**src/rtl/cdc_toggle_rx.sv**
```systemverilog
// cdc_toggle_rx
// Receives bytes from an asynchronous sender over a two-phase (toggle)
// req/ack handshake. Synchronises req into the clk domain, captures the
// byte into a small FIFO and presents it downstream on valid/ready.
// Back-pressure is applied by withholding ack; data is never dropped.
//
// Ports:
//   clk         system clock, all state updates on its rising edge
//   rst_n       asynchronous active-low reset
//   async_data  sender byte, held stable from req toggle to ack toggle
//   async_req   sender request, one toggle per byte offered (asynchronous)
//   ack         registered acknowledge, toggles once per accepted byte
//   out_data    FIFO head byte, valid while out_valid=1
//   out_valid   FIFO not empty
//   out_ready   downstream accepts head when out_valid && out_ready
//   level       FIFO occupancy, 0..DEPTH
//   xfer_count  bytes accepted from the sender, wraps modulo 2^CNT_W
module cdc_toggle_rx #(
  parameter int SYNC_STAGES = 2,
  parameter int DEPTH       = 4,
  parameter int CNT_W       = 8
) (
  input  logic                     clk,
  input  logic                     rst_n,
  input  logic [7:0]               async_data,
  input  logic                     async_req,
  output logic                     ack,
  output logic [7:0]               out_data,
  output logic                     out_valid,
  input  logic                     out_ready,
  output logic [$clog2(DEPTH):0]   level,
  output logic [CNT_W-1:0]         xfer_count
);

  localparam int AW = $clog2(DEPTH);
  localparam int PW = AW + 1;

  logic [SYNC_STAGES-1:0] sync_r;
  logic                   req_s;
  logic                   req_prev_r;
  logic                   ack_r;
  logic [CNT_W-1:0]       cnt_r;
  logic [PW-1:0]          wr_ptr_r;
  logic [PW-1:0]          rd_ptr_r;
  logic [PW-1:0]          level_r;
  logic [7:0]             mem_r [DEPTH];

  logic                   pending_s;
  logic                   pop_s;
  logic                   full_s;
  logic                   accept_s;

  // Only the last synchroniser flop is ever used by downstream logic.
  assign req_s = sync_r[SYNC_STAGES-1];

  assign out_valid  = (level_r != {PW{1'b0}});
  assign out_data   = mem_r[rd_ptr_r[AW-1:0]];
  assign ack        = ack_r;
  assign level      = level_r;
  assign xfer_count = cnt_r;

  // Handshake detection and accept decision; a full FIFO being popped this
  // cycle frees a slot, so the pending byte can still be taken.
  always_comb begin
    pending_s = (req_s != req_prev_r);
    pop_s     = out_valid && out_ready;
    full_s    = (level_r == PW'(DEPTH));
    accept_s  = pending_s && (!full_s || pop_s);
  end

  // Request synchroniser chain.
  always_ff @(posedge clk or negedge rst_n) begin
    if (!rst_n) begin
      sync_r <= {SYNC_STAGES{1'b0}};
    end else begin
      sync_r <= {sync_r[SYNC_STAGES-2:0], async_req};
    end
  end

  // Handshake state: remembered req phase, ack phase and transfer counter.
  always_ff @(posedge clk or negedge rst_n) begin
    if (!rst_n) begin
      req_prev_r <= 1'b0;
      ack_r      <= 1'b0;
      cnt_r      <= {CNT_W{1'b0}};
    end else if (accept_s) begin
      req_prev_r <= req_s;
      ack_r      <= ~ack_r;
      cnt_r      <= cnt_r + CNT_W'(1);
    end else begin
      req_prev_r <= req_prev_r;
      ack_r      <= ack_r;
      cnt_r      <= cnt_r;
    end
  end

  // FIFO pointers and occupancy; pointers carry one extra wrap bit.
  always_ff @(posedge clk or negedge rst_n) begin
    if (!rst_n) begin
      wr_ptr_r <= {PW{1'b0}};
      rd_ptr_r <= {PW{1'b0}};
      level_r  <= {PW{1'b0}};
    end else begin
      if (accept_s) begin
        wr_ptr_r <= wr_ptr_r + PW'(1);
      end else begin
        wr_ptr_r <= wr_ptr_r;
      end
      if (pop_s) begin
        rd_ptr_r <= rd_ptr_r + PW'(1);
      end else begin
        rd_ptr_r <= rd_ptr_r;
      end
      case ({accept_s, pop_s})
        2'b10:   level_r <= level_r + PW'(1);
        2'b01:   level_r <= level_r - PW'(1);
        default: level_r <= level_r;
      endcase
    end
  end

  // FIFO storage. async_data is sampled unsynchronised: the sender holds it
  // stable, and req_s only moves SYNC_STAGES edges after the data settled.
  always_ff @(posedge clk or negedge rst_n) begin
    if (!rst_n) begin
      for (int i = 0; i < DEPTH; i++) begin
        mem_r[i] <= 8'h00;
      end
    end else if (accept_s) begin
      mem_r[wr_ptr_r[AW-1:0]] <= async_data;
    end
  end

endmodule

```
**config.mk**
```make
export PLATFORM = sky130hd
export DESIGN_NAME = cdc_toggle_rx
export DESIGN_NICKNAME = d
export VERILOG_FILES = /design/src/rtl/cdc_toggle_rx.sv
export SDC_FILE = /design/constraint.sdc
export NUM_CORES = 1
export LEC_CHECK = 0
export CORE_UTILIZATION = 58
export DETAILED_ROUTE_END_ITERATION = 16
export HOLD_SLACK_MARGIN = 0.12
export PLACE_DENSITY = 0.84
export SLEW_MARGIN = 10
export SYNTH_ARGS = -nofsm -noshare
export SYNTH_HDL_FRONTEND = slang
export SYNTH_SLANG_ARGS = --single-unit
```
**constraint.sdc**
```tcl
create_clock -name clk -period 5.8 [get_ports clk]
set_clock_uncertainty 0.05 [all_clocks]
set_input_delay 0.58 -clock clk [delete_from_list [all_inputs] [get_ports clk]]
set_output_delay 0.58 -clock clk [all_outputs]
set_load 0.05 [all_outputs]
```
---- After elaboration in Yosys (flattened, before gate mapping) ----
Cells that the tools add are included.
operators by class
  add/sub/neg operators ................... 5
  equal/unequal tests ..................... 4
  reduce and logical (&&, ||, !) cells .... 7
  $lt $le $gt $ge ......................... 3
  mux-type cells .......................... 7
  bitwise gates (word level) .............. 3
operator list
  operator                                                     count
  bitwise mux 32 bit                                           1
  2-to-1 mux 8 bit                                             3
  binary-select mux 8 bit (select 2 bit)                       1
  demux 8 bit (select 2 bit)                                   1
  adder 3 x 1 -> 3 bit (second input constant)                 3
  adder 8 x 1 -> 8 bit (second input constant)                 1
  greater-or-equal comparator 3 bit (second input constant)    2
  NOT 2 -> 3 bit                                               2
  one-hot mux 3 bit (2 select lines)                           1
  equality test 3 bit (second input constant)                  1
  logical AND 1 bit                                            3
  less-than comparator 3 x 1 -> 1 bit (second input constant)  1
  nonzero test 3 bit                                           1
  subtractor 3 x 1 -> 3 bit (second input constant)            1
  equality test 2 x 1 -> 1 bit (second input constant)         1
  equality test 2 bit (second input constant)                  1
  nonzero test 2 bit                                           1
  zero test 1 bit                                              1
  logical OR 1 bit                                             1
  != test 1 bit                                                1
  NOT 1 bit                                                    1
storage, ports and cells
  output and inout port bits .............. 21
  register bits after elaboration ......... 53
  word-level logic and storage cells ...... 40

---- Logic depth before layout (Yosys ltp) ----
Gate-level depths: netlist of the first run.
  depth after elaboration ................. 6
  depth in mapped cells ................... 10
  depth with buffers taken out ............ 9

---- Least setup slack after synthesis of the first run ----
Ideal clock, no wire load.
  path kind ............................... reg-to-reg
  from .................................... register level_r[0] (netlist: level[0])
  to ...................................... register level_r[2] (netlist: level[2])
  data arrival time ....................... 2426 ps
  cell stages (with the launch flop) ...... 9
  setup slack ............................. 3242 ps
  library setup time ...................... 82 ps
  path through ............................ dfrtp_1 -> or3_1 -> and2_1 -> ha_1 -> inv_1 -> fa_1 -> xor2_1 -> nor2_1 -> xor2_1
between the ends
  word-level cells in the longest chain between the ends .. 6
ends and longest elaborated chain
  item                                                                             RTL line  text
  from (decl)                                                                      45        logic [PW-1:0] level_r;
  from (signal assigned)                                                           102       level_r <= {PW{1'b0}};
  from (signal assigned)                                                           115       2'b10: level_r <= level_r + PW'(1);
  from (signal assigned)                                                           116       2'b01: level_r <= level_r - PW'(1);
  nonzero test 3 bit (*)                                                           56        assign out_valid = (level_r != {PW{1'b0}});
  net out_valid                                                                    29        output logic out_valid,
  logical AND 1 bit (*)                                                            66        pop_s = out_valid && out_ready;
  net pop_s                                                                        49        logic pop_s;
  logical OR 1 bit                                                                 68        accept_s = pending_s && (!full_s || pop_s);
  logical AND 1 bit                                                                68
  equality test 2 x 1 -> 1 bit / equality test 2 bit (equally long branches)       114       case ({accept_s, pop_s})
  one-hot mux 3 bit (2 select lines) / nonzero test 2 bit (equally long branches)  n/a
The timed path passes the listed nets; every way through them passes the cells marked *.
A chain may end at the register's enable or synchronous reset.

---- Final worst setup path of the first run ----
  from .................................... register rd_ptr_r[0]
  to ...................................... output port out_data[0]
between the ends
  word-level cells in the longest chain between the ends .. 4
ends and longest elaborated chain
  item                                                  RTL line  text
  from (decl)                                           44        logic [PW-1:0] rd_ptr_r;
  from (signal assigned)                                101       rd_ptr_r <= {PW{1'b0}};
  from (signal assigned)                                110       rd_ptr_r <= rd_ptr_r + PW'(1);
  from (signal assigned)                                112       rd_ptr_r <= rd_ptr_r;
  NOT 2 -> 3 bit (implied by the code)                  57        assign out_data = mem_r[rd_ptr_r[AW-1:0]];
  binary-select mux 8 bit (select 2 bit)                57
  2-to-1 mux 8 bit (implied by the code) (2 in series)  57
  to (decl)                                             28        output logic [7:0] out_data,
No other way between the ends. The select of a mux whose other input is x is not followed.

==> out/metrics.json, run 1 <==
{
  "postLayoutSetupSlackWorst": {"value": 2.830, "unit": "ns"},
  "max_freq": {"value": 0.3367, "unit": "GHz"},
  "type_of_the_worst_setup_path": {"value": "flop to primary output"},
  "crit_buf_inv": {"value": 1},
  "synth.yosys.seq_area_share": {"value": 55.89, "unit": "%"},
  "post-place-ws": {"value": 2.892, "unit": "ns"},
  "post-route-drc-count": {"value": 0},
  "die_area": {"value": 0.004192, "unit": "mm2"},
  "clkLatencyLatePin": {"value": 0.30, "unit": "ns"},
  "synthTopCellsByArea": {"value": "dfrtp_1 56%, mux2_2 17%, mux4_2 7.9%, xnor2_1 3.8%, ha_1 3.3%"},
  "wire_length_of_the_first_global_routing_pass": {"value": 6.927, "unit": "mm"},
  "setup_repair_after_global_routing_missed_its_margin": {"value": "false"},
  "maximum_buffer_depth_of_the_clock_tree": {"value": 2},
  "placed_cells": {"value": 222},
  "fin_setup_tns": {"value": 0, "unit": "ns"},
  "post_synth_instance_area": {"value": 0.002283, "unit": "mm2"},
  "wire_per_inst": {"value": 17.12, "unit": "um"},
  "layout-area-overhead-vs-synth": {"value": 20.16, "unit": "%"},
  "pin_count_of_the_biggest_net_entering_global_routing": {"value": 52},
  "cts.repair_timing.setup_buffer_count": {"value": 0},
  "synthesis.nets": {"value": 164},
  "cpLargestDelayFamily": {"value": "flip-flops"},
  "first_global_vias": {"value": 1494},
  "cts_hold_bufs": {"value": 0},
  "critPathLaunchType": {"value": "flop"},
  "ys_ff_latch": {"value": 51},
  "vias": {"value": 1289},
  "drt_first_pass_iters": {"value": 4},
  "antenna_found_initial": {"value": 0},
  "place_congestion": {"value": 0.7785},
  "floorplan.initialDensity": {"value": 61.45, "unit": "%"},
  "die_width": {"value": 64.75, "unit": "um"},
  "detailedRoute.firstIterationViolations": {"value": 65},
  "n_diodes": {"value": 0},
  "core_area": {"value": 0.003716, "unit": "mm2"},
  "outcome": {"value": "complete, no violations"},
  "layout.cells.non_filler": {"value": 229},
  "min_period": {"value": 2.970, "unit": "ns"},
  "synth_top_cell_by_area": {"value": "dfrtp_1"},
  "boundaryPins": {"value": 33},
  "arrival": {"value": 2.34, "unit": "ns"},
  "critical-path-max-stage-delay": {"value": 0.73, "unit": "ns"},
  "place.detailed.hpwl": {"value": 2.731, "unit": "mm"},
  "synth_top_area_share": {"value": 55.89, "unit": "%"},
  "period_share": {"value": 51.20, "unit": "%"},
  "postSynthCellCount": {"value": 145},
  "final_hold_viol_count": {"value": 0},
  "cp_max_stage_cell": {"value": "dfrtp_1"},
  "finalNetCount": {"value": 200},
  "timing.critical_path.to_type": {"value": "primary output"},
  "clk_pin_slew_worst_setup_hold_paths": {"value": 0.09, "unit": "ns"},
  "timing.hold.ws": {"value": 0.2438, "unit": "ns"},
  "routed_via_density": {"value": 5.629},
  "path_cells": {"value": "mux4_2 > clkdlybuf4s50_1"},
  "std_cell_rows": {"value": 22},
  "port_buffers": {"value": 32},
  "cts_resized": {"value": 0},
  "cts_buffers": {"value": 5},
  "drive_above_1_share": {"value": 30.39, "unit": "%"},
  "clock-sinks": {"value": 51},
  "required": {"value": 5.17, "unit": "ns"},
  "totalWireLength": {"value": 3.921, "unit": "mm"},
  "cts_tree": {"value": "done"},
  "drt.antenna.violating_nets": {"value": 0},
  "synthesis.area_per_instance": {"value": 15.75, "unit": "um2"},
  "ctsHtreeMaxLevel": {"value": 2},
  "setup-violations-final": {"value": 0},
  "cts.root.buffer_cell": {"value": "clkbuf_8"},
  "die_y": {"value": 64.75, "unit": "um"},
  "timing_worst_slew_pin_value": {"value": 0.6248, "unit": "ns"},
  "max-cap-violations": {"value": 0},
  "globalRoute.totalOverflow": {"value": 0},
  "slew_viol_final": {"value": 0},
  "cp_max_fo": {"value": 10},
  "min_path_type": {"value": "input port to asynchronous set/reset pin"},
  "synth_cell_type_count": {"value": 22},
  "timing.slew.headroom": {"value": 58.34, "unit": "%"},
  "grt_use_total": {"value": 22.75, "unit": "%"},
  "ys_warn_count": {"value": 0}
}
[layout make-up]
cell class | count | area, um2
flip-flops and latches | 51 | 1276
repair buffers | 32 | 317.8
inverters | 6 | 22.52
fillers | 251 | 972.2
well taps | 48 | 60.06
clock buffers | 6 | 72.57
multi-input cells | 85 | 964.7
clock inverters | 1 | 30.03
[cell usage in the layout (no fill, tap or decap)]
cell type,synthesis,final
and2_1,1,1
and3_1,2,2
buf_4,0,1
bufinv_16,0,1
clkbuf_1,0,1
clkbuf_8,0,5
clkdlybuf4s50_1,0,31
dfrtp_1,51,51
fa_1,1,1
ha_1,6,6
inv_1,6,6
mux2_2,34,34
mux2i_1,1,1
mux4_2,8,8
nand2_1,3,3
nand2_4,4,4
nand4_1,5,5
nor2_1,1,1
nor2_8,1,1
nor4b_4,1,1
o21ai_0,1,1
or3_1,1,1
xnor2_1,10,10
xor2_1,5,5
[synthesized netlist by cell type]
cell type and count:
buf_2 1, nor2_1 1, or3_1 1, mux4_2 8, nand2_4 4, buf_6 1, xor2_1 5, dfrtp_1 51
nand2_1 3, xnor2_1 10, nor4b_4 1, buf_1 1, and2_1 1, inv_1 6, and3_1 2, o21ai_0 1
mux2i_1 1, mux2_2 34, fa_1 1, nor2_8 1, nand4_1 5, ha_1 6
[metal layers]
metal	part of all wire (%)	GRT usage [%]	vias to the layer above
met5	0	0	-
met4	2.3	11.39	0
met3	2.6	3.169	9
met2	52	38.67	26
met1	43	28.38	673
li1	-	-	581
[flip-flops by register name (all words and copies together) (netlist names)]
signal,flops
mem_r,32
xfer_count,8
level,3
rd_ptr_r,2
sync_r,2
wr_ptr_r,2
ack,1
req_prev_r,1
[cells by family after synthesis]
kind of cell               count (synthesis)  share of synthesized area [%]
DFF                                       51                          55.89
xor gates and xnor gates                  15                          5.753
muxes                                     43                          25.10
AOI/OAI and AO/OA                          1                         0.2190
buffers and inverters                      9                          1.863
adders and majority gates                  7                          4.164
and+or+nand+nor                           19                          7.014
[metrics by stage]
step                      util (%)  area, um2
after global placement       71.01       2639
final                        73.84       2744
after global routing         73.84       2744
after floorplan                  -       2283
after CTS                    73.77       2741
after detailed placement     71.01       2639
[final timing paths]
| kind | from | to | slack, ns | depth (start not counted) |
|---|---|---|---|---|
| hold / removal | rst_n | mem_r[30] | 0.24 | 1 |
| max in group asynchronous | rst_n | xfer_count[1] | 5.04 | 1 |
| hold reg to reg | sync_r[0] | sync_r[1] | 0.31 | 0 |
| setup reg to reg | level[0] | level[2] | 3.43 | 9 |
| setup / recovery | rd_ptr_r[0] | out_data[0] | 2.83 | 2 |
| min in group clk | sync_r[0] | sync_r[1] | 0.31 | 0 |
Power of run 1 is left out: the tool's default activity adds up to more than one toggle a clock period on the data nets, which glitch-free logic cannot reach.
==> run 2, diff against run 1 <==
Settings changed: CORE_UTILIZATION 58 to 48, PLACE_DENSITY 0.84 to 0.75.
Clock period 5.8 ns to 2.55 ns, I/O delays scaled along.
==> run 2 against run 1 <==
Effect of this change:
- worst hold slack improved by 0.076 ns
- final area increased by 1.9%
- final cell count rose by 4.8%
- critical endpoint unchanged
==> out/metrics.json, run 2 (synthesis results as in run 1) <==
{
  "critical-path-max-stage-delay": {"value": 0.71, "unit": "ns"},
  "place.detailed.hpwl": {"value": 2.877, "unit": "mm"},
  "port_buffers": {"value": 32},
  "wire_length_of_the_first_global_routing_pass": {"value": 6.982, "unit": "mm"},
  "die_y": {"value": 70.97, "unit": "um"},
  "first_global_vias": {"value": 1457},
  "drt-met1-wl": {"value": 1.726, "unit": "mm"},
  "floorplan.initialDensity": {"value": 51.03, "unit": "%"},
  "top_routing_layer_in_use": {"value": "met4"},
  "core_area": {"value": 0.004474, "unit": "mm2"},
  "drt.antenna.violating_nets": {"value": 0},
  "timing.slew.headroom": {"value": 66.50, "unit": "%"},
  "mostFrequentLayoutCells": {"value": "51 x dfrtp_1, 34 x mux2_2, 29 x clkdlybuf4s50_1, 10 x xnor2_1, 8 x mux4_2"},
  "antenna_found_initial": {"value": 0},
  "place_congestion": {"value": 0.7240},
  "post-route-drc-count": {"value": 0},
  "cts_buffers": {"value": 5},
  "path_cells": {"value": "buf_4 > mux4_2 > clkdlybuf4s50_1"},
  "r2r_slack": {"value": 0.31, "unit": "ns"},
  "cpLargestDelayFamily": {"value": "buffers and inverters"},
  "cts_hold_bufs": {"value": 1},
  "clkLatencyLatePin": {"value": 0.30, "unit": "ns"},
  "wl_met2": {"value": 2.089, "unit": "mm"},
  "crit_buf_inv": {"value": 2},
  "met3_wirelength": {"value": 160, "unit": "um"},
  "cts_resized": {"value": 0},
  "required": {"value": 2.25, "unit": "ns"},
  "wire_per_inst": {"value": 16.80, "unit": "um"},
  "type_of_the_worst_setup_path": {"value": "flop to primary output"},
  "setup-violations-final": {"value": 0},
  "timing_worst_slew_pin_value": {"value": 0.5009, "unit": "ns"},
  "postLayoutCoreUtil": {"value": 62.50, "unit": "%"},
  "cp_max_fo": {"value": 4},
  "grt_use_total": {"value": 18.85, "unit": "%"},
  "critical_path_cell_count": {"value": 3},
  "outcome": {"value": "complete, no violations"},
  "detailedRoute.firstIterationViolations": {"value": 58},
  "final_hold_viol_count": {"value": 0},
  "post-place-ws": {"value": 0.1042, "unit": "ns"},
  "drive_above_1_share": {"value": 34.57, "unit": "%"},
  "max-cap-violations": {"value": 0},
  "min_path_type": {"value": "flop to flop"},
  "cp_max_stage_cell": {"value": "clkdlybuf4s50_1"},
  "min_period": {"value": 2.375, "unit": "ns"},
  "n_diodes": {"value": 0},
  "largest_reg_flops": {"value": 32},
  "reg2regPathDepth": {"value": 9},
  "maximum_buffer_depth_of_the_clock_tree": {"value": 2},
  "clk_pin_slew_worst_setup_hold_paths": {"value": 0.09, "unit": "ns"},
  "cts_tree": {"value": "done"},
  "routed_via_density": {"value": 5.383},
  "drt_first_pass_iters": {"value": 10},
  "critPathLaunchType": {"value": "flop"},
  "setup_repair_after_global_routing_missed_its_margin": {"value": "false"},
  "timing.hold.ws": {"value": 0.3198, "unit": "ns"},
  "clock-sinks": {"value": 51},
  "fin_setup_tns": {"value": 0, "unit": "ns"},
  "layout-area-overhead-vs-synth": {"value": 22.47, "unit": "%"},
  "globalRoute.totalOverflow": {"value": 0},
  "timing.critical_path.to_type": {"value": "primary output"},
  "postLayoutSetupSlackWorst": {"value": 0.1753, "unit": "ns"},
  "finalNetCount": {"value": 206},
  "worst_hold_path.num_cells": {"value": 0},
  "boundaryPins": {"value": 33},
  "period_share": {"value": 93.13, "unit": "%"},
  "die_width": {"value": 70.97, "unit": "um"},
  "cts.root.buffer_cell": {"value": "clkbuf_8"},
  "totalWireLength": {"value": 4.033, "unit": "mm"},
  "die_area": {"value": 0.005037, "unit": "mm2"},
  "slew_viol_final": {"value": 0},
  "cts.repair_timing.setup_buffer_count": {"value": 0},
  "max_freq": {"value": 0.4211, "unit": "GHz"},
  "arrival": {"value": 2.07, "unit": "ns"},
  "std_cell_rows": {"value": 24},
  "regMostFlops": {"value": "mem_r"},
  "pin_count_of_the_biggest_net_entering_global_routing": {"value": 23},
  "ctsHtreeMaxLevel": {"value": 2},
  "final_common_cell": {"value": "dfrtp_1"},
  "vias": {"value": 1292}
}
## run 2: cell types whose count changed in the layout (fill, tap and decap cells not counted)
cell / previous run / this run
buf_12: 0 / 1
or3_1: 1 / 0
dlygate4sd3_1: 0 / 1
buf_2: 0 / 1
buf_4: 1 / 6
clkbuf_1: 1 / 0
clkinvlp_4: 0 / 2
clkdlybuf4s50_1: 31 / 29
bufinv_16: 1 / 0
inv_6: 0 / 1
or3_4: 0 / 1
## run 2: routing by layer
metal,vias up,GRT usage [%]
li1,593,-
met1,666,22.99
met2,28,32.26
met3,5,3.846
met4,0,8.889
met5,-,0
## run 2: worst paths after layout
check,to,startpoint
setup reg to reg,level[2],level[0]
min in group asynchronous,mem_r[27],rst_n
hold / removal,sync_r[1],sync_r[0]
hold reg to reg,sync_r[1],sync_r[0]
max in group asynchronous,wr_ptr_r[0],rst_n
setup / recovery,out_data[0],rd_ptr_r[0]
## run 2: worst reg2reg max path: cells and delay by family, from the launching register on
kind          cells  cell delay (ns)
xor+xnor          2             0.33
fa+ha+maj         2             0.54
buf+inv           2             0.12
flops             1             0.47
simple gates      3             0.63
## run 2: area by class of cell
type,instances,area (um2)
multi-input cells,85,969.7
well taps,52,65.06
fillers,335,1678
flip-flops and latches,51,1276
clock inverters,3,23.77
repair buffers,38,370.4
inverters,6,22.52
clock buffers,5,68.82
## run 2: per-stage QoR
stage / cells / cell area, um2
floorplan: 145 / 2288
global placement: 231 / 2694
detailed placement: 231 / 2694
CTS: 240 / 2796
global route: 240 / 2796
finish: 240 / 2796
Power of run 2 is left out for the same reason.
